**src/rtl/ibr128_pkg.sv**
```systemverilog
// Shared state type, rotation constant and Feistel round function for the IBR128 block engine.
package ibr128_pkg;

   typedef enum logic [1:0] {
      IDLE = 2'd0,
      RUN  = 2'd1,
      COOL = 2'd2
   } eng_state_t;

   localparam int ROT_F = 7;

   // F(R,K) = ((R ^ K) rotl ROT_F) + K, wrapping at 64 bits.
   function automatic logic [63:0] ibr128_f(input logic [63:0] r, input logic [63:0] k);
      logic [63:0] x;
      x = r ^ k;
      return ((x << ROT_F) | (x >> (64 - ROT_F))) + k;
   endfunction

endpackage

```
**src/rtl/ibr128_round.sv**
```systemverilog
// One combinational Feistel round: L' = R, R' = L ^ F(R,K).
module ibr128_round
   import ibr128_pkg::*;
(
   input  logic [63:0] l_i,
   input  logic [63:0] r_i,
   input  logic [63:0] k_i,
   output logic [63:0] l_o,
   output logic [63:0] r_o
);

   assign l_o = r_i;
   assign r_o = l_i ^ ibr128_f(r_i, k_i);

endmodule

```
**src/rtl/ibr128_block_engine.sv**
```systemverilog
// Iterative 64/64 Feistel block engine answering the IBR128 block_start/block_ready handshake.
// Define IBR128_ENGINE_UNROLL2_EN to apply two rounds per RUN cycle (NROUNDS must then be even).
module ibr128_block_engine
   import ibr128_pkg::*;
#(
   parameter int NROUNDS = 16
)
(
   input  logic         Clk,
   input  logic         RstN,
   input  logic         Enable,
   input  logic         block_start,
   input  logic         encrypt,
   input  logic [127:0] pData,
   input  logic         sa,
   input  logic [63:0]  key0,
   input  logic [63:0]  key1,
   output logic         block_ready,
   output logic [127:0] eData,
   output logic         busy
);

   // Decrypt uses the parity of NROUNDS-1-i, i.e. round parity flipped when NROUNDS-1 is odd.
   localparam logic REV_PAR = (((NROUNDS - 1) % 2) == 1) ? 1'b1 : 1'b0;

`ifdef IBR128_ENGINE_UNROLL2_EN
   localparam logic [5:0] STEP       = 6'd2;
   localparam logic [5:0] LAST_ROUND = 6'(NROUNDS - 2);
`else
   localparam logic [5:0] STEP       = 6'd1;
   localparam logic [5:0] LAST_ROUND = 6'(NROUNDS - 1);
`endif

   eng_state_t   state_q;
   logic [5:0]   round_q;
   logic         cool_q;
   logic         enc_q;
   logic [63:0]  l_q, r_q, k0_q, k1_q;
   logic         block_ready_q;
   logic [127:0] edata_q;
   logic         busy_q;

   logic [63:0]  ka, l_a, r_a;
   logic [63:0]  l_d, r_d;

   function automatic logic [63:0] round_key(input logic idx0, input logic enc,
                                             input logic [63:0] k0, input logic [63:0] k1);
      logic odd;
      odd = enc ? idx0 : (idx0 ^ REV_PAR);
      return odd ? k1 : k0;
   endfunction

   assign ka = round_key(round_q[0], enc_q, k0_q, k1_q);

   ibr128_round u_round_a (
      .l_i (l_q),
      .r_i (r_q),
      .k_i (ka),
      .l_o (l_a),
      .r_o (r_a)
   );

`ifdef IBR128_ENGINE_UNROLL2_EN
   logic [63:0] kb;

   // Second half-round always has the opposite round-index parity of the first.
   assign kb = round_key(~round_q[0], enc_q, k0_q, k1_q);

   ibr128_round u_round_b (
      .l_i (l_a),
      .r_i (r_a),
      .k_i (kb),
      .l_o (l_d),
      .r_o (r_d)
   );
`else
   assign l_d = l_a;
   assign r_d = r_a;
`endif

   // Handshake FSM, round datapath and registered outputs.
   always_ff @(posedge Clk or negedge RstN) begin
      if (!RstN) begin
         state_q       <= IDLE;
         round_q       <= 6'd0;
         cool_q        <= 1'b0;
         enc_q         <= 1'b0;
         l_q           <= 64'd0;
         r_q           <= 64'd0;
         k0_q          <= 64'd0;
         k1_q          <= 64'd0;
         block_ready_q <= 1'b0;
         edata_q       <= 128'd0;
         busy_q        <= 1'b0;
      end else if (!Enable) begin
         state_q       <= IDLE;
         round_q       <= 6'd0;
         cool_q        <= 1'b0;
         enc_q         <= 1'b0;
         l_q           <= 64'd0;
         r_q           <= 64'd0;
         k0_q          <= 64'd0;
         k1_q          <= 64'd0;
         block_ready_q <= 1'b0;
         edata_q       <= 128'd0;
         busy_q        <= 1'b0;
      end else begin
         case (state_q)
            IDLE: begin
               block_ready_q <= 1'b0;
               if (block_start) begin
                  l_q     <= pData[127:64];
                  r_q     <= pData[63:0];
                  enc_q   <= encrypt;
                  round_q <= 6'd0;
                  busy_q  <= 1'b1;
                  state_q <= RUN;
                  if (!sa) begin
                     k0_q <= key0;
                     k1_q <= key1;
                  end
               end
            end
            RUN: begin
               l_q     <= l_d;
               r_q     <= r_d;
               round_q <= round_q + STEP;
               if (round_q == LAST_ROUND) begin
                  // Output carries the final swap so that decrypt is the same datapath.
                  edata_q       <= {r_d, l_d};
                  block_ready_q <= 1'b1;
                  round_q       <= 6'd0;
                  cool_q        <= 1'b0;
                  state_q       <= COOL;
               end
            end
            COOL: begin
               block_ready_q <= 1'b0;
               busy_q        <= 1'b0;
               cool_q        <= 1'b1;
               if (cool_q) begin
                  state_q <= IDLE;
               end
            end
            default: begin
               state_q       <= IDLE;
               block_ready_q <= 1'b0;
               busy_q        <= 1'b0;
            end
         endcase
      end
   end

   assign block_ready = block_ready_q;
   assign eData       = edata_q;
   assign busy        = busy_q;

endmodule

```
**config.mk**
```make
export PLATFORM = sky130hd
export DESIGN_NAME = ibr128_block_engine
export DESIGN_NICKNAME = d
export VERILOG_FILES = /design/src/rtl/ibr128_pkg.sv /design/src/rtl/ibr128_round.sv /design/src/rtl/ibr128_block_engine.sv
export SDC_FILE = /design/constraint.sdc
export NUM_CORES = 1
export LEC_CHECK = 0
export ABC_AREA = 1
export BUFFER_PORTS_ARGS = -buffer_cell sky130_fd_sc_hd__buf_2
export CORE_UTILIZATION = 25
export DETAILED_ROUTE_END_ITERATION = 8
export SETUP_SLACK_MARGIN = 0.05
export SYNTH_ARGS = -nofsm -noshare
export SYNTH_HDL_FRONTEND = slang
export SYNTH_SLANG_ARGS = --single-unit
```
**constraint.sdc**
```tcl
create_clock -name Clk -period 3.96 [get_ports Clk]
set_clock_uncertainty 0.2 [all_clocks]
set_input_delay 0.792 -clock Clk [delete_from_list [all_inputs] [get_ports Clk]]
set_output_delay 0.792 -clock Clk [all_outputs]
set_load 0.02 [all_outputs]
```
==> results by group, run 1 <==
Setup path
  – Critical Path Start: round_q[0]
  – Crit-path max FO: 7
  – Worst setup endpoint: eData[98]
  – Worst path bufs/invs: 6
  – Minimum setup slack among reg-to-reg paths: 170 ps
  – CP most frequent cell: nand2_1
  – Critical Path Source Type: flip-flop
  – CP endpoint kind: flip-flop
  – Slowest stage cell, crit path: dfrtp_1
  – CP max stage delay: 400 ps
  – Stages on worst setup path: 23
  – Crit path required time: 4230 ps
  – Reg2reg path depth: 23
  – Critical-path cell list: inv_1 -> nand2_2 -> nand2_8 -> clkbuf_16 -> o21ai_1 -> buf_4 -> xor2_1 -> buf_4 -> ha_1 -> nand2_1 -> nor2_1 -> buf_4 -> nand3_1 -> nand3_2 -> nand2_1 -> nand2_2 -> buf_4 -> nand2_1 -> nand3_1 -> nand2_1 -> nand2_1 -> nand2_1 -> o21ai_1
  – RR Endpoint: eData[98]
  – Worst R2R Start: round_q[0]
  – Crit Path Category: flip-flop to flip-flop
  – CP arrival: 4060 ps
  – Largest delay share family, worst path: simple AND/OR/NAND/NOR gates

Timing
  – Post-route minimum period: 3790 ps
  – Final hold violations: 0
  – RSZ-0062 raised after global routing: yes
  – Worst-Margin Slew: 1160 ps
  – Fmax: 264 MHz
  – Setup ws final: 175 ps
  – Slew Limit Fails: 0
  – Worst slew margin: 0.228
  – Period utilization: 0.956
  – # setup viols final: 0

Place
  – Setup Slack @ Placement: -56.7 ps
  – Count of input and output buffers: 391
  – Placer Congestion: 0.926
  – Dpl cells: 4,973
  – Hpwl dp: 78,400 um

Clocking
  – Clock Pin Slew Worst Setup and Hold Paths: 60 ps
  – Clock latency on the worst-skew pair: 630 ps
  – Clock buffer depth: 3
  – TritonCTS buffer count: 49
  – CTS Sinks: 396
  – Hold-fix buffers at CTS: 0
  – Clock Tree Root: clkbuf_16
  – H-tree levels: 2
  – TritonCTS clock tree: yes

Logic synthesis
  – Mapped Cells: 3,221
  – Count leader, synth: nand2_1
  – Dominant cells by area after synthesis: dfrtp_1, nand2_1, inv_1, o21ai_0, xor2_1
  – Top cells by count, synth: nand2_1, inv_1, dfrtp_1
  – EDFF count, synth: 0
  – FFs w/ async S/R, synth: 1.00
  – Avg Inst Size Synth: 7.30 sq um
  – Primary FF master, synth: dfrtp_1
  – FF+latch count, synth: 396
  – Synth top area share: 0.422
  – Cell taking the most area after synthesis: dfrtp_1
  – Register area share after synthesis: 0.422
  – Syn. warnings: 0
  – Syn_nets: 3,548
  – Post-synthesis cell type count: 41
  – Mapped cell area: 23,500 sq um

Power
  – Pwr Density: 424 nW/um^2
  – Net Sw Frac: 0.346
  – Int Pwr: 8510 uW
  – NetSw: 4500 uW
  – Maximum VDD drop: 0.000299 V
  – Power share of the sequential group: 0.357
  – Leak: 0.0165 uW
  – Comb pwr share: 0.277
  – Clk pwr share: 0.366

Detailed routing
  – Via density: 4.55
  – Average routed wire per standard cell: 19.9 um
  – Vias post-DR: 23,100
  – Drt initial violations: 1,689
  – Residual DRC count: 1
  – Initial DRT Pass Iterations: 8
  – Detailed Route WL: 101,000 um
  – Final ANT Viol Nets: 0

Floorplan
  – Starting Density: 0.252
  – I/O pins: 392
  – Die area: 95,200 sq um
  – Die Wd: 309 um
  – Cell row count: 112
  – Core ar.: 93,200 sq um
  – Die Height: 309 um

GRT
  – First-pass GRT wire length: 148,000 um
  – Largest net degree at the start of global routing: 140
  – GRT Resource Usage Total: 0.209
  – Global route overflow: 0
  – Vias in the first global route: 22,800
  – Initial antenna violation count: 6

Finish
  – FF+latch area: 9910 sq um
  – Non-filler cells, final: 5,071
  – Multi-input logic area: 11,600 sq um
  – P&R area growth vs syn: 30.4%
  – Fillers: 10,100
  – Share of cells above drive strength 1: 0.218
  – Fin nets: 4,105

Status
  – Failing checks: DRC
  – Status: finished with violations

Flow run
  – Max Cap Viol: 0

Hold path
  – Hold Crit Class: input port to asynchronous set/reset pin
[registers in the layout, summed over array words and instances (netlist names)]
register     cells
r_q             64
busy             1
enc_q            1
eData          128
round_q          6
cool_q           1
block_ready      1
state_q          2
l_q             64
k1_q            64
k0_q            64
[kinds of logic after synthesis]
logic type,Yosys count,share of synthesized area
and+or+nand+nor,1445,0.250
AOI/OAI and AO/OA,592,0.142
buffers and inverters,577,0.0974
DFF,396,0.422
xor gates and xnor gates,146,0.0544
adders and majority gates,65,0.0349
[worst min-delay path by stage]
stage | start | to | slack, ps | cells after the start
floorplan | cool_q | state_q[1] | 220 | 1
detailed placement | cool_q | state_q[1] | 250 | 1
global route | RstN | k1_q[5] | 50 | 1
finish | RstN | k1_q[5] | 10 | 1
global placement | cool_q | state_q[1] | 240 | 1
CTS | RstN | r_q[62] | 5 | 1
[routing by layer]
metal | part of all wire | GRT usage | vias up | routed length [um]
met5 | 0.00057 | 0 | - | 58
met4 | 0.026 | 0.0519 | 10 | 2600
met3 | 0.060 | 0.0359 | 119 | 6110
met2 | 0.45 | 0.330 | 659 | 45300
met1 | 0.47 | 0.294 | 10900 | 47100
li1 | - | - | 11400 | -
[worst register-to-register path, delay by kind of cell, from the launching register on]
kind                     cells  cell delay [ps]
XOR/XNOR                     1              260
adder cells (fa/ha/maj)      1              280
AND/OR/NAND/NOR             13             1280
flip-flops                   1              400
buffers and inverters        6              950
AO/OA/AOI/OAI                2              230
[power groups by stage]
| stage | sequential (uW) | clock, uW | combinational, uW |
|---|---|---|---|
| after floorplan | 4550 | 0 | 1930 |
| after global placement | 4700 | 0 | 3470 |
| after detailed placement | 4690 | 0 | 3480 |
| after CTS | 4620 | 4880 | 3500 |
| after global routing | 4670 | 5020 | 3980 |
| final | 4640 | 4760 | 3610 |
[stage by stage]
step                total power, uW   util  TNS (ps)  hold slack, ps  cell area (sq um)
CTS                           13000  0.324         0            4.52              30200
global route                  13700  0.329         0            47.4              30600
floorplan                      6480      -         0             225              23500
global placement               8160  0.306      -280             239              28500
finish                        13000  0.329         0            12.5              30600
detailed placement             8170  0.306     -95.1             254              28500
[placed cells by master (no fill, tap or decap), types with 4 or more instances in the layout]
cell / Yosys / routed
a21oi_2: 1 / 9
a22oi_1: 87 / 85
bufinv_16: 0 / 4
buf_4: 9 / 236
dfrtp_1: 396 / 396
nand2_1: 1012 / 1000
o21bai_1: 4 / 4
nor2_2: 9 / 14
a31oi_1: 9 / 9
xor2_1: 139 / 127
inv_1: 427 / 426
nand3b_1: 4 / 4
o21ai_1: 41 / 50
o21ai_0: 267 / 250
xnor2_1: 7 / 7
nand2_2: 10 / 18
buf_2: 54 / 389
clkinv_2: 0 / 6
nand3_1: 205 / 200
nor2_1: 166 / 158
nand4_1: 14 / 14
inv_6: 0 / 5
ha_2: 0 / 5
clkbuf_16: 0 / 53
xor2_2: 0 / 12
a21oi_1: 155 / 147
nand3_2: 5 / 7
clkbuf_1: 70 / 7
buf_12: 0 / 16
nor3_1: 11 / 11
inv_2: 8 / 7
a32o_1: 21 / 21
nor2_4: 2 / 5
ha_1: 64 / 58
o21ai_2: 0 / 8
clkbuf_8: 0 / 12
[area by class of cell]
class                           count  area share
Antenna cell                        1   0.0000817
Tap cell                         1254      0.0512
Clock buffer                       68      0.0463
Sequential cell                   396       0.323
Multi-Input combinational cell   2248       0.380
Timing Repair Buffer              648       0.137
Clock inverter                     21     0.00910
Inverter                          435      0.0535
[repair_timing]
item | 4_1_cts | 5_1_grt
gates resized for setup | 6 | 78
pin swaps | 0 | 6
buffers inserted | 0 | 3
endpoints found under the setup margin | 16 | 89
cloned | 0 | 5
No activity file was read; power rests on OpenSTA's default activity.
==> inputs of run 2 (changes only) <==
--- a/config.mk
+++ b/config.mk
@@ -12,4 +12,5 @@
 export SETUP_SLACK_MARGIN = 0.05
 export SYNTH_ARGS = -nofsm -noshare
 export SYNTH_HDL_FRONTEND = slang
+export SYNTH_HIERARCHICAL = 1
 export SYNTH_SLANG_ARGS = --single-unit
==> run 2 against run 1 <==
Count of clock-buffer cells in the layout shrank 1; register-to-register slack about the same; the run now ends clean; via count up 8.4%; clock power up 1%; setup slack got worse by 7.9 ps; first-iteration DRC count shrank 1.3%; wire length up 2.9%; flip-flop and latch count did not move.
==> results by group, run 2 <==
Status
  – Status: complete, no violations (was finished with violations)

Timing
  – Fmax: 264 MHz (about the same)
  – Period utilization: 0.958 (was 0.956)
  – Setup ws final: 167 ps (was 175 ps)
  – Slew Limit Fails: 0 (unchanged)
  – # setup viols final: 0 (unchanged)
  – Worst-Margin Slew: 1100 ps (was 1160 ps)
  – Final hold violations: 0 (unchanged)
  – Setup TNS Final: 0 ps (unchanged)
  – Post-route minimum period: 3790 ps (about the same)
  – RSZ-0062 raised after global routing: yes (unchanged)
  – Worst hold slack: 79.2 ps (was 12.5 ps)
  – Worst slew margin: 0.265 (was 0.228)

Detailed routing
  – Residual DRC count: 0 (was 1)
  – Detailed Route WL: 104,000 um (was 101,000 um)
  – Average routed wire per standard cell: 18.6 um (was 19.9 um)
  – Via density: 4.47 (was 4.55)
  – Initial DRT Pass Iterations: 5 (was 8)
  – Vias post-DR: 25,000 (was 23,100)
  – Final ANT Viol Nets: 0 (unchanged)
  – Drt initial violations: 1,667 (was 1,689)

Setup path
  – Critical Path Source Type: flip-flop (unchanged)
  – Reg2reg path depth: 26 (was 23)
  – Crit-path max FO: 11 (was 7)
  – CP max stage delay: 440 ps (was 400 ps)
  – CP arrival: 4100 ps (was 4060 ps)
  – Crit path required time: 4270 ps (was 4230 ps)
  – Worst R2R Start: round_q[0] (unchanged)
  – Slowest stage cell, crit path: dfrtp_2 (was dfrtp_1)
  – Critical Path Start: round_q[0] (unchanged)
  – Worst setup endpoint: r_q[62] (was eData[98])
  – CP endpoint kind: flip-flop (unchanged)
  – Minimum setup slack among reg-to-reg paths: 170 ps (about the same)
  – RR Endpoint: r_q[62] (was eData[98])
  – CP most frequent cell: nand2_1 (unchanged)
  – Crit Path Category: flip-flop to flip-flop (unchanged)

Place
  – Hpwl dp: 77,200 um (was 78,400 um)
  – Placer Congestion: 0.921 (was 0.926)
  – Count of input and output buffers: 391 (unchanged)
  – Dpl cells: 5,473 (was 4,973)
  – Setup Slack @ Placement: -209 ps (was -56.7 ps)
  – DP Area: 30,100 sq um (was 28,500 sq um)

Logic synthesis
  – FF+latch count, synth: 396 (unchanged)
  – Primary FF master, synth: dfrtp_1 (unchanged)
  – Synth top area share: 0.392 (was 0.422)
  – FFs w/ async S/R, synth: 1.00 (unchanged)
  – Register area share after synthesis: 0.392 (was 0.422)
  – Mapped cell area: 25,300 sq um (was 23,500 sq um)
  – Post-synthesis cell type count: 33 (was 41)
  – Count leader, synth: nand2_1 (unchanged)
  – Syn_nets: 4,040 (was 3,548)
  – Cell taking the most area after synthesis: dfrtp_1 (unchanged)
  – Syn. warnings: 6 (was 0)
  – Top cells by count, synth: nand2_1, inv_1, dfrtp_1 (unchanged)
  – Dominant cells by area after synthesis: dfrtp_1, nand2_1, inv_1, nand3_1, xor2_1 (was dfrtp_1, nand2_1, inv_1, o21ai_0, xor2_1)
  – Mapped Cells: 3,706 (was 3,221)
  – EDFF count, synth: 0 (unchanged)
  – Avg Inst Size Synth: 6.83 sq um (was 7.30 sq um)

Clocking
  – TritonCTS buffer count: 50 (was 49)
  – H-tree levels: 2 (unchanged)
  – CTS Sinks: 396 (unchanged)
  – Clock Tree Root: clkbuf_16 (unchanged)
  – Hold-fix buffers at CTS: 0 (unchanged)
  – TritonCTS clock tree: yes (unchanged)
  – Clock latency on the worst-skew pair: 620 ps (was 630 ps)
  – Clock Pin Slew Worst Setup and Hold Paths: 60 ps (about the same)
  – Clock buffer depth: 3 (unchanged)

Floorplan
  – I/O pins: 392 (unchanged)
  – Cell row count: 116 (was 112)
  – Die Wd: 320 um (was 309 um)
  – Die area: 102,000 sq um (was 95,200 sq um)
  – Die Height: 320 um (was 309 um)
  – Starting Density: 0.253 (was 0.252)
  – Core ar.: 100,000 sq um (was 93,200 sq um)

GRT
  – Largest net degree at the start of global routing: 134 (was 140)
  – Global route overflow: 0 (unchanged)
  – Vias in the first global route: 24,600 (was 22,800)
  – Initial antenna violation count: 28 (was 6)
  – GRT Resource Usage Total: 0.194 (was 0.209)
  – First-pass GRT wire length: 150,000 um (was 148,000 um)

Finish
  – Share of cells above drive strength 1: 0.261 (was 0.218)
  – P&R area growth vs syn: 33.3% (was 30.4%)
  – Final instance area: 33,700 sq um (was 30,600 sq um)
  – Fillers: 10,900 (was 10,100)
  – Most frequent cells in the layout: nand2_1, inv_1, dfrtp_1, buf_2, nand3_1 (was nand2_1, inv_1, dfrtp_1, buf_2, o21ai_0)
  – Non-filler cells, final: 5,599 (was 5,071)
  – Commonest non-fill, non-tap cell in the layout: nand2_1 (unchanged)
  – Number of flip-flops under the largest register name: 128 (unchanged)
  – Fin nets: 4,592 (was 4,105)

Hold path
  – Hold Crit Class: input port to asynchronous set/reset pin (unchanged)

Flow run
  – Max Cap Viol: 0 (unchanged)

Power
  – Leak: 0.0188 uW (was 0.0165 uW)
  – Pwr Density: 464 nW/um^2 (was 424 nW/um^2)
  – Maximum VDD drop: 0.000279 V (was 0.000299 V)
==> run 2: cell families (layout without fill, tap and decap cells) <==
group           after synthesis  after routing  synth area share
fa+ha+maj                    72             72            0.0359
simple gates               2089           2089             0.335
other cells                   0              5                 0
flops                       396            396             0.392
xor+xnor                    161            161            0.0557
buf+inv                     676           1266             0.119
compound gates              312            312            0.0622
==> run 2: area by class of cell <==
class	count	area, sq um	area share
clock inverter	23	250	0.00742
inverter	458	1720	0.0510
tap	1298	1620	0.0482
timing repair buffer	718	4840	0.143
clock buffer	67	1490	0.0441
sequential	396	9910	0.294
multi-input combinational	2634	13900	0.412
antenna	5	12.5	0.000371
==> run 2: per-layer routing <==
layer / vias up / GRT usage / routed length, um
li1: 12400 / - / -
met1: 11800 / 0.246 / 45600
met2: 607 / 0.325 / 49200
met3: 155 / 0.0429 / 5980
met4: 38 / 0.0622 / 3090
met5: - / 0 / 216
==> run 2: worst max-delay path: cells and delay by family, from the launching register on <==
family,cells,cell delay (ps)
flip-flops,1,440
AND/OR/NAND/NOR,13,1090
XOR/XNOR,2,340
buffers and inverters,8,950
AO/OA/AOI/OAI,2,280
adder cells (fa/ha/maj),1,360
==> run 2: power by group <==
group | leakage [uW] | switching (uW) | internal, uW | total, uW
registers | 0.00537 | 290 | 4310 | 4600
logic | 0.0126 | 3590 | 2620 | 6210
clock network | 0.000858 | 1930 | 2900 | 4830
total | 0.0188 | 5810 | 9830 | 15600
==> run 2: worst min-delay path by stage <==
stage	end	slack, ps	depth (start not counted)
2_1_floorplan	k0_q[0]	240	2
3_3_place_gp	state_q[1]	250	1
3_5_place_dp	k0_q[55]	260	2
4_1_cts	l_q[55]	80	1
5_1_grt	round_q[1]	100	1
6_report	round_q[1]	80	1
==> run 2: repair_timing <==
item | CTS | global route
pin swaps | 4 | 59
gates cloned | 1 | 8
setup buffers | 4 | 18
gates resized for setup | 55 | 303
setup endpoints to repair | 82 | 98
==> run 2: per-stage QoR <==
| stage | utilization | power [uW] |
|---|---|---|
| floorplan | - | 7570 |
| detailed placement | 0.300 | 9630 |
| CTS | 0.320 | 14700 |
| finish | 0.337 | 15600 |
| global route | 0.337 | 16500 |
| global placement | 0.300 | 9610 |
